<file path="src/rtl/vi_pkg.sv">
// rtl/vi_pkg.sv - shared writeback request type and widths
package vi_pkg;
  localparam int XLEN       = 32;
  localparam int REG_ADDR_W = 5;

  typedef struct packed {
    logic [XLEN-1:0]       data;
    logic [REG_ADDR_W-1:0] addr;
    logic                  en;
    logic [XLEN-1:0]       instr;
    logic [XLEN-1:0]       pc;
  } wb_req_t;

  localparam wb_req_t WB_BUBBLE = '0;
endpackage

</file>
<file path="src/rtl/mult_wb_fifo.sv">
// rtl/mult_wb_fifo.sv - park FIFO for mult results that lost writeback arbitration
module mult_wb_fifo
  import vi_pkg::*;
#(
  parameter int DEPTH = 4,
  parameter int CNT_W = $clog2(DEPTH) + 1
) (
  input  logic             clk_i,
  input  logic             rsn_i,
  input  logic             i_push,
  input  wb_req_t          i_push_req,
  input  logic             i_pop,
  output wb_req_t          o_head,
  output logic [CNT_W-1:0] o_count,
  output logic             o_full,
  output logic             o_empty
);
  localparam int PTR_W = $clog2(DEPTH);

  wb_req_t          r_mem [DEPTH];
  logic [PTR_W-1:0] r_wr_ptr;
  logic [PTR_W-1:0] r_rd_ptr;
  logic [CNT_W-1:0] r_count;

  assign o_head  = r_mem[r_rd_ptr];
  assign o_count = r_count;
  assign o_full  = (r_count == CNT_W'(DEPTH));
  assign o_empty = (r_count == '0);

  // A push while full is legal only alongside a pop; the head is read before the slot is reused.
  always_ff @(posedge clk_i) begin
    if (i_push) r_mem[r_wr_ptr] <= i_push_req;
  end

  always_ff @(posedge clk_i or negedge rsn_i) begin
    if (!rsn_i) begin
      r_wr_ptr <= '0;
      r_rd_ptr <= '0;
      r_count  <= '0;
    end else begin
      if (i_push && !i_pop) assert (r_count != CNT_W'(DEPTH));
      if (i_pop) assert (r_count != '0);
      if (i_push) r_wr_ptr <= r_wr_ptr + PTR_W'(1);
      if (i_pop)  r_rd_ptr <= r_rd_ptr + PTR_W'(1);
      if (i_push && !i_pop)      r_count <= r_count + CNT_W'(1);
      else if (i_pop && !i_push) r_count <= r_count - CNT_W'(1);
    end
  end
endmodule

</file>
<file path="src/rtl/mult_wb_merge.sv">
// rtl/mult_wb_merge.sv - merges exe and mult5 results onto one writeback port
// Optional MULT_WB_PERF_EN adds stall-cycle and park-count counters.
module mult_wb_merge
  import vi_pkg::*;
#(
  parameter int XLEN  = vi_pkg::XLEN,
  parameter int DEPTH = 4
) (
  input  logic            clk_i,
  input  logic            rsn_i,
  input  logic [XLEN-1:0] exe_int_write_data_i,
  input  logic [4:0]      exe_write_addr_i,
  input  logic            exe_int_write_enable_i,
  input  logic [XLEN-1:0] exe_instruction_i,
  input  logic [XLEN-1:0] exe_pc_i,
  input  logic [XLEN-1:0] mult5_int_write_data_i,
  input  logic [4:0]      mult5_write_addr_i,
  input  logic            mult5_int_write_enable_i,
  input  logic [XLEN-1:0] mult5_instruction_i,
  input  logic [XLEN-1:0] mult5_pc_i,
  output logic [XLEN-1:0] wb_int_write_data_o,
  output logic [4:0]      wb_write_addr_o,
  output logic            wb_int_write_enable_o,
  output logic [XLEN-1:0] wb_instruction_o,
  output logic [XLEN-1:0] wb_pc_o,
  output logic            stall_mult_o
`ifdef MULT_WB_PERF_EN
  ,
  output logic [31:0]     perf_stall_cnt_o,
  output logic [31:0]     perf_park_cnt_o
`endif
);
  localparam int CNT_W = $clog2(DEPTH) + 1;

  wb_req_t          w_exe_req;
  wb_req_t          w_mult_req;
  wb_req_t          w_head;
  wb_req_t          w_sel;
  wb_req_t          r_wb;
  logic [CNT_W-1:0] w_count;
  logic             w_full;
  logic             w_empty;
  logic             w_accept;
  logic             w_push;
  logic             w_pop;

  assign w_exe_req  = '{data: exe_int_write_data_i, addr: exe_write_addr_i, en: 1'b1,
                        instr: exe_instruction_i, pc: exe_pc_i};
  assign w_mult_req = '{data: mult5_int_write_data_i, addr: mult5_write_addr_i, en: 1'b1,
                        instr: mult5_instruction_i, pc: mult5_pc_i};

  // Only a full FIFO with no drain opportunity forces the mult pipe to freeze.
  assign stall_mult_o = w_full & exe_int_write_enable_i;
  assign w_accept     = mult5_int_write_enable_i & ~stall_mult_o;
  assign w_pop        = ~w_empty & ~exe_int_write_enable_i;
  assign w_push       = w_accept & (exe_int_write_enable_i | ~w_empty);

  always_comb begin
    w_sel = WB_BUBBLE;
    if (exe_int_write_enable_i) w_sel = w_exe_req;
    else if (!w_empty)          w_sel = w_head;
    else if (w_accept)          w_sel = w_mult_req;
  end

  mult_wb_fifo #(.DEPTH(DEPTH), .CNT_W(CNT_W)) u_fifo (
    .clk_i      (clk_i),
    .rsn_i      (rsn_i),
    .i_push     (w_push),
    .i_push_req (w_mult_req),
    .i_pop      (w_pop),
    .o_head     (w_head),
    .o_count    (w_count),
    .o_full     (w_full),
    .o_empty    (w_empty)
  );

  always_ff @(posedge clk_i or negedge rsn_i) begin
    if (!rsn_i) r_wb <= WB_BUBBLE;
    else        r_wb <= w_sel;
  end

  assign wb_int_write_data_o   = r_wb.data;
  assign wb_write_addr_o       = r_wb.addr;
  assign wb_int_write_enable_o = r_wb.en;
  assign wb_instruction_o      = r_wb.instr;
  assign wb_pc_o               = r_wb.pc;

`ifdef MULT_WB_PERF_EN
  logic [31:0] r_stall_cnt;
  logic [31:0] r_park_cnt;

  always_ff @(posedge clk_i or negedge rsn_i) begin
    if (!rsn_i) begin
      r_stall_cnt <= '0;
      r_park_cnt  <= '0;
    end else begin
      if (stall_mult_o) r_stall_cnt <= r_stall_cnt + 32'd1;
      if (w_push)       r_park_cnt  <= r_park_cnt + 32'd1;
    end
  end

  assign perf_stall_cnt_o = r_stall_cnt;
  assign perf_park_cnt_o  = r_park_cnt;
`endif
endmodule
</file>
<file path="config.mk">
export PLATFORM = sky130hd
export DESIGN_NAME = mult_wb_merge
export DESIGN_NICKNAME = d
export VERILOG_FILES = /design/src/rtl/vi_pkg.sv /design/src/rtl/mult_wb_fifo.sv /design/src/rtl/mult_wb_merge.sv
export SDC_FILE = /design/constraint.sdc
export NUM_CORES = 1
export LEC_CHECK = 0
export ABC_AREA = 1
export BUFFER_PORTS_ARGS = -buffer_cell sky130_fd_sc_hd__buf_2
export CORE_MARGIN = 3
export CORE_UTILIZATION = 45
export CTS_CLUSTER_DIAMETER = 60
export DETAILED_ROUTE_END_ITERATION = 10
export PLACE_DENSITY_LB_ADDON = 0.25
export REMOVE_ABC_BUFFERS = 1
export SYNTH_ARGS = -nofsm -noshare
export SYNTH_HDL_FRONTEND = slang
export SYNTH_SLANG_ARGS = --single-unit
</file>
<file path="constraint.sdc">
create_clock -name clk_i -period 5.2 [get_ports clk_i]
set_input_delay 1.3 -clock clk_i [delete_from_list [all_inputs] [get_ports clk_i]]
set_output_delay 1.3 -clock clk_i [all_outputs]
set_load 0.03 [all_outputs]
</file>
* Word-level counts from Yosys, hierarchy flattened
Memory sizes are Yosys's and may differ from the RTL's.
Index checks and enable logic that the tools add are counted.
** Storage, ports and cells
- Register bits :: 109
- Logic and storage cells :: 35
- Output and inout bits :: 103
- RAM bits :: 404
- Memories kept :: 1
- Bits of input ports :: 206
** Memories
- u_fifo.r_mem :: depth 4, width 101, read ports 1, clocked after memory_dff 0, wr ports 1, RTL line mult_wb_fifo.sv:20 : wb_req_t r_mem [DEPTH];
** Cells by class
- Eq/ne operators :: 1
- Bitwise operators :: 8
- Mux-type cells :: 7
- Reductions and logical operators :: 6
- Add/sub/neg operators :: 4
** Operators with widths (count)
- $mux 102 :: 3
- $mux 3 :: 2
- $add 2x1->2 const B :: 2
- $and 1x1->1 :: 4
- $add 3x1->3 const B :: 1
- $eq 3x3->1 const B :: 1
- $logic_not 3->1 :: 1
- $not 1->1 :: 3
- $sub 3x1->3 const B :: 1
- $logic_and 1x1->1 :: 2
- $logic_not 1->1 :: 2
- $mux 1 :: 2
- $reduce_bool 2->1 :: 1
- $or 1x1->1 :: 1

* Depth between registers and ports, before layout
Gate-level depths: netlist (run 1).
- Depth after elaboration :: 9
- Depth in mapped cells :: 11
- Gate-level depth less buffers :: 11

* Modules after synthesis
A second synthesis (run 1) with hierarchy kept.
** Second synthesis, totals
- Cells, all modules :: 2105
- Area total of the unflattened synthesis :: 23187.2 um^2
** By module, submodules not included
- mult_wb_fifo :: cells each 1238, area each 17380.4 um^2, sequential area each 12426.9 um^2, times used 1
- mult_wb_merge :: cells each 867, area each 5806.8 um^2, sequential area each 2552.4 um^2, times used 1

* Worst setup path before layout (run 1)
OpenSTA, ideal clock, no wires.
- Kind :: input to register
- Start point :: input exe_int_write_enable_i
- End point :: memory u_fifo.r_mem[0][0] in the netlist's numbering, enable pin
- Stages :: 7
- Setup time :: 0.562 ns
- Path slack :: -1.478 ns
- Arrival time :: 6.116 ns
- Required time :: 4.638 ns
- Path through :: nand2_1 > inv_1 > nand2_1 > inv_1 > nor2_1 > nand2_1 > nor2_1
** Between the ends
- Cells in the longest elaborated chain, start to end :: 6
- Elaborated cells on any way between the ends :: 7
- Those cells by class :: mux: 2; bitwise: 5
** RTL lines
- start, declared :: RTL line mult_wb_merge.sv:13 : input logic exe_int_write_enable_i,
- $and 1x1->1 :: RTL line mult_wb_merge.sv:53 : assign stall_mult_o = w_full & exe_int_write_enable_i;
- net stall_mult_o :: RTL line mult_wb_merge.sv:26 : output logic stall_mult_o
- $not 1->1 :: RTL line mult_wb_merge.sv:54 : assign w_accept = mult5_int_write_enable_i & ~stall_mult_o;
- $and 1x1->1 :: RTL line mult_wb_merge.sv:54
- $and 1x1->1 :: RTL line mult_wb_merge.sv:56 : assign w_push = w_accept & (exe_int_write_enable_i | ~w_empty);
- $mux 1 :: RTL line mult_wb_fifo.sv:32 : if (i_push) r_mem[r_wr_ptr] <= i_push_req;
- $mux 1 (implied by the code) :: RTL line mult_wb_fifo.sv:32
- end, declared :: RTL line mult_wb_fifo.sv:20
The timed path passes the listed nets, and every way through them passes these cells.

* Worst setup path in the final report (run 1)
- Start point :: input exe_int_write_enable_i
- End point :: output stall_mult_o
** Between the ends
- Cells in the longest elaborated chain, start to end :: 1
** RTL lines (RTL line)
- $and 1x1->1 :: mult_wb_merge.sv:53
- end, declared :: mult_wb_merge.sv:26
Every way passes these cells.

==> results of run 1 <==
-- layout make-up --
class / instances / share of cell area (%)
inverter: 122 / 1.92
sequential: 513 / 61.7
clock inverter: 26 / 1.10
antenna: 3 / 0.0312
multi-input combinational: 956 / 18.5
timing repair buffer: 324 / 7.33
clock buffer: 74 / 6.30
tap: 592 / 3.07
-- critical path: stages --
cell	delay, ns
buf_4	0.40
nand2_1	0.10
inv_1	0.07
nand2_1	0.08
inv_1	0.10
buf_2	0.21
-- through the flow --
step | hold WS [ns] | TNS, ns
6_report | 0.566 | 0
5_1_grt | 0.604 | 0
4_1_cts | 0.567 | 0
3_5_place_dp | 0.531 | 0
3_3_place_gp | 0.521 | 0
2_1_floorplan | 0.492 | -826.66
-- state kept, by name (all words and copies together), names as in the netlist --
signal and count:
wb_int_write_data_o 32, wb_instruction_o 32, wb_int_write_enable_o 1, wb_pc_o 32
u_fifo.o_count 3, u_fifo.r_wr_ptr 2, u_fifo.r_mem 404, wb_write_addr_o 5
u_fifo.r_rd_ptr 2
-- logic make-up after synthesis --
family	Yosys count	synth area share [%]
AO/OA/AOI/OAI	201	4.93
XOR/XNOR	2	0.0859
adder cells (fa/ha/maj)	5	0.343
buffers and inverters	221	5.45
flip-flops	513	72.8
AND/OR/NAND/NOR	748	16.4
-- path summary, 6_finish.rpt --
check                                       end  slack, ns  cells past startpoint              startpoint
setup / recovery                   stall_mult_o       1.63                      6  exe_int_write_enable_i
hold / removal               u_fifo.r_wr_ptr[1]       0.57                      2      u_fifo.r_wr_ptr[1]
setup reg to reg           wb_instruction_o[14]       2.53                      6      u_fifo.r_rd_ptr[0]
hold reg to reg              u_fifo.r_wr_ptr[1]       0.57                      2      u_fifo.r_wr_ptr[1]
max in group asynchronous           wb_pc_o[25]       3.57                      2                   rsn_i
min in group asynchronous  wb_instruction_o[27]       0.76                      1                   rsn_i
-- routing by layer --
layer | up-vias | GRT usage (%) | wire length, um
li1 | 6415 | - | -
met1 | 6451 | 27.2 | 20500
met2 | 398 | 31.3 | 22900
met3 | 77 | 4.17 | 3170
met4 | 10 | 5.79 | 914
met5 | - | 0 | 69
-- report_power, final --
part	internal, mW	total, mW	switching [mW]
registers	5.46	5.92	0.467
logic	1.11	3.90	2.79
clock network	2.29	3.82	1.53
-- Yosys cell counts --
cell type,count,area (um2)
buf_12,2,40.0
ha_1,4,50.1
clkbuf_1,35,131
buf_1,8,30.0
nor2_1,8,30.0
nand3_2,11,110
nand2_2,20,125
inv_1,120,450
nor2_4,1,11.3
buf_6,10,113
nand4_1,1,6.26
o21ai_1,21,105
nor2_8,1,20.0
dfrtp_1,109,2730
buf_4,16,120
buf_8,8,120
a21oi_1,100,500
nand2_1,407,1530
nand3b_1,1,7.51
nand3_1,296,1480
buf_2,20,100
fa_1,1,20.0
o21ai_0,80,400
nand2_4,2,22.5
inv_2,2,7.51
edfxtp_1,404,12100
xor2_1,2,17.5
==> out/metrics.yaml, run 1 <==
hold_path_class: "reg -> reg"
peakVddDrop_uv: 349
cts_resized: 0
drt_iter0_markers: 1203
finalInstanceArea_um2: 24100
finalSetupViolCount: 0
multiInputGateArea_um2: 4470
instances_no_fill: 2610
drc: 0
cp.required_ns: 3.90
grtUsageTotal_pct: 19.6
nNetsFinal: 2182
yosys_warnings: 0
post-dp-hpwl_um: 27100
cts_root_buffer: "clkbuf_16"
most-common-layout-cells: "nand2_1, edfxtp_1, buf_2"
pre_cts_slack_ns: 1.40
postPlaceCellArea_um2: 22300
h-tree-depth: 2
num_vias: 13400
grt_pass1_vias: 12800
criticalPathCategory: "in -> out"
clk_path_buf_depth: 3
syn_area_um2: 20400
clock.fmax_mhz: 280
grt_max_degree: 228
io_pins: 309
total_power_mw: 13.6
drive_gt1_share_pct: 22.4
status: "completed"
yosysUniqueCellTypes: 27
gr-total-overflow: 0
p_leak_nw: 9.85
cts_tree: "done"
portBuffers: 308
fin_crit_sh_pct: 68.6
core_um2: 44500
wl_per_cell_um: 18.2
fillers: 3778
worst_clock_skew_ns: 0.0134
ys_seq_area_share_pct: 72.8
ys_seq_elements: 513
crit_fanout: 40
layout_commonest_cell: "nand2_1"
endpoint_kind: "output port"
rows: 77
grt_setup_unrepaired: "no"
final_util_pct: 54.1
post-cts-setup-buffer-count: 0
p_per_area_nw_per_um2: 566
worstSkewPairLatency_ns: 0.59
cp-start-kind: "input pin"
drv_slew: 0
grt_pass1_wl_um: 72600
tightest_slew_ns: 1.15
die_width_um: 219
routabilityCongestion: 0.765
ant_nets: 0
cts_sinks: 513
cts_hold_buf: 0
dieArea_um2: 47900
initial_core_util_pct: 45.8
area_delta_synth_final_pct: 18.1
seqCellArea_um2: 14900
worst_slack_ns: 1.63
die_h_um: 219
viasPerCell: 5.12
hold_viol: 0
drt-total-wl_um: 47500
finalCriticalPeriod_ns: 3.57
dr.pass1.iters: 5
drv_cap: 0
antenna_found_initial: 7
post-place-cells: 2507
avgSynthCellArea_um2: 12.1
arrival_ns: 2.27
synthCells: 1690
relSlewSlack_pct: 23.0
numCtsBuffers: 54
clk_pin_slew_ns: 0.06
No activity file was read; power rests on OpenSTA's default activity.
==> inputs of run 2 (changes only) <==
--- a/config.mk
+++ b/config.mk
@@ -5,7 +5,7 @@
 export SDC_FILE = /design/constraint.sdc
 export NUM_CORES = 1
 export LEC_CHECK = 0
-export ABC_AREA = 1
+export ABC_AREA = 0
 export BUFFER_PORTS_ARGS = -buffer_cell sky130_fd_sc_hd__buf_2
 export CORE_MARGIN = 3
 export CORE_UTILIZATION = 45
==> constraint.sdc (replaced) <==
create_clock -name clk_i -period 3.7 [get_ports clk_i]
set_input_delay 0.925 -clock clk_i [delete_from_list [all_inputs] [get_ports clk_i]]
set_output_delay 0.925 -clock clk_i [all_outputs]
set_load 0.03 [all_outputs]
==> out/metrics.yaml, run 2 <==
drv_cap: 0
cts_root_buffer: "clkbuf_16"
syn_area_um2: 19500
synth_edf_count: 404
cts_tree: "done"
cp.required_ns: 2.77
synthCells: 919
cp-start-kind: "flip-flop"
reg2reg_to: "wb_pc_o[9]"
grt_setup_unrepaired: "no"
status: "completed"
layout_commonest_cell: "edfxtp_1"
relSlewSlack_pct: 26.3
dieArea_um2: 45800
synth_area_leaders: "edfxtp_1, dfrtp_1, mux4_2, a221o_1, and2_1"
portBuffers: 308
p_leak_nw: 8.66
r2r-start: "u_fifo.r_rd_ptr[0]"
avgSynthCellArea_um2: 21.2
h-tree-depth: 2
post-dp-hpwl_um: 26100
core_um2: 42300
tightest_slew_ns: 1.10
fillers: 3256
grt_max_degree: 92
ff2ff_path_depth: 3
async_flop_share_pct: 21.2
clk_pin_slew_ns: 0.06
finalSetupViolCount: 0
worstSkewPairLatency_ns: 0.57
drt_iter0_markers: 881
cts_hold_buf: 0
ys_seq_area_share_pct: 76.2
ys.flop_type: "edfxtp_1"
endpoint_kind: "output port"
drt-total-wl_um: 42900
viasPerCell: 5.42
area_delta_synth_final_pct: 20.8
yosysTopAreaCell: "edfxtp_1"
antenna_found_initial: 7
die_width_um: 214
multiInputGateArea_um2: 4260
io_pins: 309
hold_ws_ns: 0.474
worst_clock_skew_ns: 0.0116
clock.fmax_mhz: 360
most-common-layout-cells: "edfxtp_1, buf_2, dfrtp_1"
wl_per_cell_um: 23.0
yosysUniqueCellTypes: 33
grt_pass1_wl_um: 67300
seqCellArea_um2: 14900
peakVddDrop_uv: 447
clk_path_buf_depth: 3
largest_reg_flops: 404
rows: 75
nNetsFinal: 1454
numCtsBuffers: 52
drv_slew: 0
criticalPathCategory: "reg -> out"
gr-total-overflow: 0
netlist.area_leader.share_pct: 62.2
grt_pass1_vias: 10900
r2r_slack_ns: 1.34
netlist_top_cells_count: "edfxtp_1, dfrtp_1, and2_1, a221o_1, mux4_2"
dr.pass1.iters: 5
p_per_area_nw_per_um2: 793
hold_viol: 0
hold_path_class: "in -> async"
post-cts-setup-buffer-count: 0
drive_gt1_share_pct: 40.2
total_power_mw: 18.7
routabilityCongestion: 0.747
initial_core_util_pct: 46.1
yosys_warnings: 0
synth_most_common_cell: "edfxtp_1"
ys_seq_elements: 513
crit_fanout: 6
cts_sinks: 513
num_vias: 10100
top_register: "u_fifo.r_mem"
fin_crit_sh_pct: 75.0
arrival_ns: 1.85
drc: 0
finalCriticalPeriod_ns: 2.77
cts_resized: 0
grtUsageTotal_pct: 19.1
die_h_um: 214
ant_nets: 0
## run 2: cell types whose count changed after synthesis, sizes merged, moves of 6 or more
cell,delta
nor2,-6
a21oi,-98
nand2,-427
mux4,+101
a221o,+101
nand3,-305
and2,+104
o21ai,-101
buf,-37
inv,-119
## run 2: final cells by class
type | instances | area share, %
repair buffers | 329 | 7.94
multi-input cells | 344 | 18.1
well taps | 577 | 3.07
flip-flops and latches | 513 | 63.1
diodes | 5 | 0.0531
clock buffers | 73 | 6.25
clock inverters | 23 | 1.43
inverters | 3 | 0.0478
## run 2: routing by layer
| layer | vias to the layer above | part of all wire [%] | global-route usage, % |
|---|---|---|---|
| li1 | 4458 | - | - |
| met3 | 75 | 6.8 | 4.52 |
| met5 | - | 0.051 | 0 |
| met4 | 4 | 2.4 | 6.03 |
| met1 | 5249 | 44 | 27.1 |
| met2 | 324 | 47 | 29.6 |
## run 2: logic make-up (layout without fill, tap and decap cells)
family / Yosys count / count (layout) / share of synthesized area (%)
buffers and inverters: 62 / 428 / 2.02
muxes: 103 / 103 / 11.8
xor gates and xnor gates: 6 / 6 / 0.270
DFF: 513 / 513 / 76.2
adders and majority gates: 5 / 5 / 0.360
AOI/OAI and AO/OA: 109 / 109 / 5.49
other: 0 / 5 / 0
and+or+nand+nor: 121 / 121 / 3.85
## run 2: metrics by stage
step | cells | instance area, um2 | util [%] | setup TNS, ns | setup slack [ns]
6_report | 1867 | 23600 | 55.6 | 0 | 0.926
5_1_grt | 1866 | 23500 | 55.6 | 0 | 0.780
4_1_cts | 1862 | 23500 | 55.6 | 0 | 0.898
3_5_place_dp | 1766 | 21700 | 51.3 | 0 | 0.805
3_3_place_gp | 1766 | 21700 | 51.3 | 0 | 0.832
2_1_floorplan | 860 | 19100 | - | -344.95 | -1.44
## run 2: where the power goes
| group | switching (mW) | internal, mW |
|---|---|---|
| Sequential | 0.567 | 7.66 |
| Combinational | 2.84 | 2.15 |
| Clock | 2.13 | 3.34 |
## run 2: worst max-delay path: stages, from the launching register on
cell     delay (ns)
dfrtp_1        0.47
nor2_1         0.39
and3_1         0.23
buf_2          0.20
## run 2: worst max-delay path by stage
stage | end | slack [ns] | cells past startpoint | from
after floorplan | wb_int_write_data_o[30] | -1.44 | 3 | u_fifo.r_rd_ptr[0]
after global placement | u_fifo.r_mem[1][94] | 0.83 | 5 | exe_int_write_enable_i
after detailed placement | u_fifo.r_mem[1][94] | 0.81 | 5 | exe_int_write_enable_i
after CTS | stall_mult_o | 0.90 | 3 | u_fifo.o_count[0]
after global routing | stall_mult_o | 0.78 | 3 | u_fifo.o_count[0]
final | stall_mult_o | 0.93 | 3 | u_fifo.o_count[0]
==> inputs of run 3 (changes only) <==
--- a/config.mk
+++ b/config.mk
@@ -5,7 +5,7 @@
 export SDC_FILE = /design/constraint.sdc
 export NUM_CORES = 1
 export LEC_CHECK = 0
-export ABC_AREA = 0
+export ABC_AREA = 1
 export BUFFER_PORTS_ARGS = -buffer_cell sky130_fd_sc_hd__buf_2
 export CORE_MARGIN = 3
 export CORE_UTILIZATION = 45
==> constraint.sdc (replaced) <==
create_clock -name clk_i -period 2.55 [get_ports clk_i]
set_input_delay 0.6375 -clock clk_i [delete_from_list [all_inputs] [get_ports clk_i]]
set_output_delay 0.6375 -clock clk_i [all_outputs]
set_load 0.03 [all_outputs]
==> out/metrics.yaml, run 3 (synthesized netlist as in run 1, its figures left out) <==
clk_pin_slew_ns: 0.06
ant_nets: 0
crit_start: "u_fifo.o_count[1]"
combPwrFrac_pct: 30.8
nNetsFinal: 2198
clk_path_buf_depth: 3
switching_share_pct: 35.3
dr.pass1.iters: 4
drt-total-wl_um: 48600
numCtsBuffers: 54
arrival_ns: 1.62
rows: 77
core_um2: 44500
grt_pass1_wl_um: 74500
hold_ws_ns: 0.0220
status: "completed"
dieArea_um2: 47900
initial_core_util_pct: 45.8
fillers: 3816
drv_slew: 0
relSlewSlack_pct: 42.0
drt_iter0_markers: 1168
reg2reg_to: "u_fifo.r_mem[0][30]"
antenna_found_initial: 6
p_leak_nw: 9.98
hold_path_class: "in -> async"
clkPwrFrac_pct: 27.6
cts_resized: 0
io_pins: 309
finalCriticalPeriod_ns: 2.26
cts_hold_buf: 0
cts_root_buffer: "clkbuf_16"
portBuffers: 308
p_seq_share_pct: 41.6
num_vias: 13500
r2r_slack_ns: 0.58
grtUsageTotal_pct: 20.0
most-common-layout-cells: "nand2_1, edfxtp_1, buf_2"
clock.fmax_mhz: 443
r2r-start: "u_fifo.o_count[0]"
criticalPathCategory: "reg -> out"
routabilityCongestion: 0.757
viasPerCell: 5.13
drv_cap: 0
post-dp-hpwl_um: 29800
ff2ff_path_depth: 8
p_int_mw: 18.2
drc: 0
grt_max_degree: 167
grt_pass1_vias: 13300
postPlaceCellArea_um2: 22600
h-tree-depth: 2
cts_tree: "done"
instances_no_fill: 2626
hold_viol: 0
peakVddDrop_uv: 910
power_switching_mw: 9.94
drive_gt1_share_pct: 22.7
cp-start-kind: "flip-flop"
tightest_slew_ns: 0.870
layout_commonest_cell: "nand2_1"
finalInstanceArea_um2: 24400
worst_clock_skew_ns: 0.0180
wl_per_cell_um: 18.5
largest_reg_flops: 404
p_per_area_nw_per_um2: 1150
grt_setup_unrepaired: "no"
total_power_mw: 28.1
finalSetupViolCount: 0
post-place-cells: 2523
cts_sinks: 513
crit_fanout: 3
cp.required_ns: 1.91
gr-total-overflow: 0
die_width_um: 219
fin_crit_sh_pct: 88.5
worstSkewPairLatency_ns: 0.60
post-cts-setup-buffer-count: 0
top_register: "u_fifo.r_mem"
area_delta_synth_final_pct: 19.4
fin_setup_tns_ns: 0
endpoint_kind: "output port"
die_h_um: 219
run 3: changes by cell type in the layout (fill, tap and decap cells not counted), sizes merged, moves of 5 or more:
cell    previous run  this run
a221o            101         0
and2             104         0
a21oi              2       100
clkinv            12        17
inv                4       125
mux4             101         0
nand3              2       307
nand2              2       429
o21ai              0       101
nor2               4        10
buf              329       340
run 3: worst max path at each step:
| stage | cells past startpoint | slack, ns | endpoint |
|---|---|---|---|
| floorplan | 3 | -4.94 | u_fifo.r_rd_ptr[1] |
| global placement | 10 | 0.22 | u_fifo.r_mem[0][39] |
| detailed placement | 10 | 0.24 | u_fifo.r_mem[2][13] |
| CTS | 4 | 0.26 | stall_mult_o |
| global route | 4 | 0.17 | stall_mult_o |
| finish | 4 | 0.29 | stall_mult_o |
run 3: layer usage:
layer	routed length, um	track usage [%]	up-vias
met5	59	0	-
li1	-	-	6442
met1	21300	27.7	6538
met4	898	5.08	10
met3	3310	5.03	75
met2	23100	31.9	408
run 3: critical path, stage by stage, from the launching register on:
cell	delay, ns
dfrtp_1	0.43
nor2_4	0.17
nand2_1	0.11
inv_1	0.10
buf_2	0.22
run 3: final cells by class:
cell class	instances	area (um2)	area share, %
sequential	513	14900	61.0
multi-input combinational	956	4470	18.3
timing repair buffer	340	2050	8.41
clock buffer	77	1480	6.07
tap	592	741	3.04
inverter	122	462	1.90
clock inverter	25	295	1.21
antenna	1	2.50	0.0103
run 3: metrics by stage:
stage,setup WS (ns),utilization [%]
floorplan,-4.94,-
global placement,0.219,50.7
detailed placement,0.242,50.7
CTS,0.261,54.7
global route,0.170,54.7
finish,0.293,54.7
run 3: power by group through the flow:
stage	registers (mW)	logic [mW]	clock network [mW]
global placement	11.8	8.63	0
CTS	11.7	8.79	7.95
detailed placement	11.9	8.76	0
finish	11.7	8.65	7.77
floorplan	13.4	3.11	0
global route	11.9	9.58	8.28
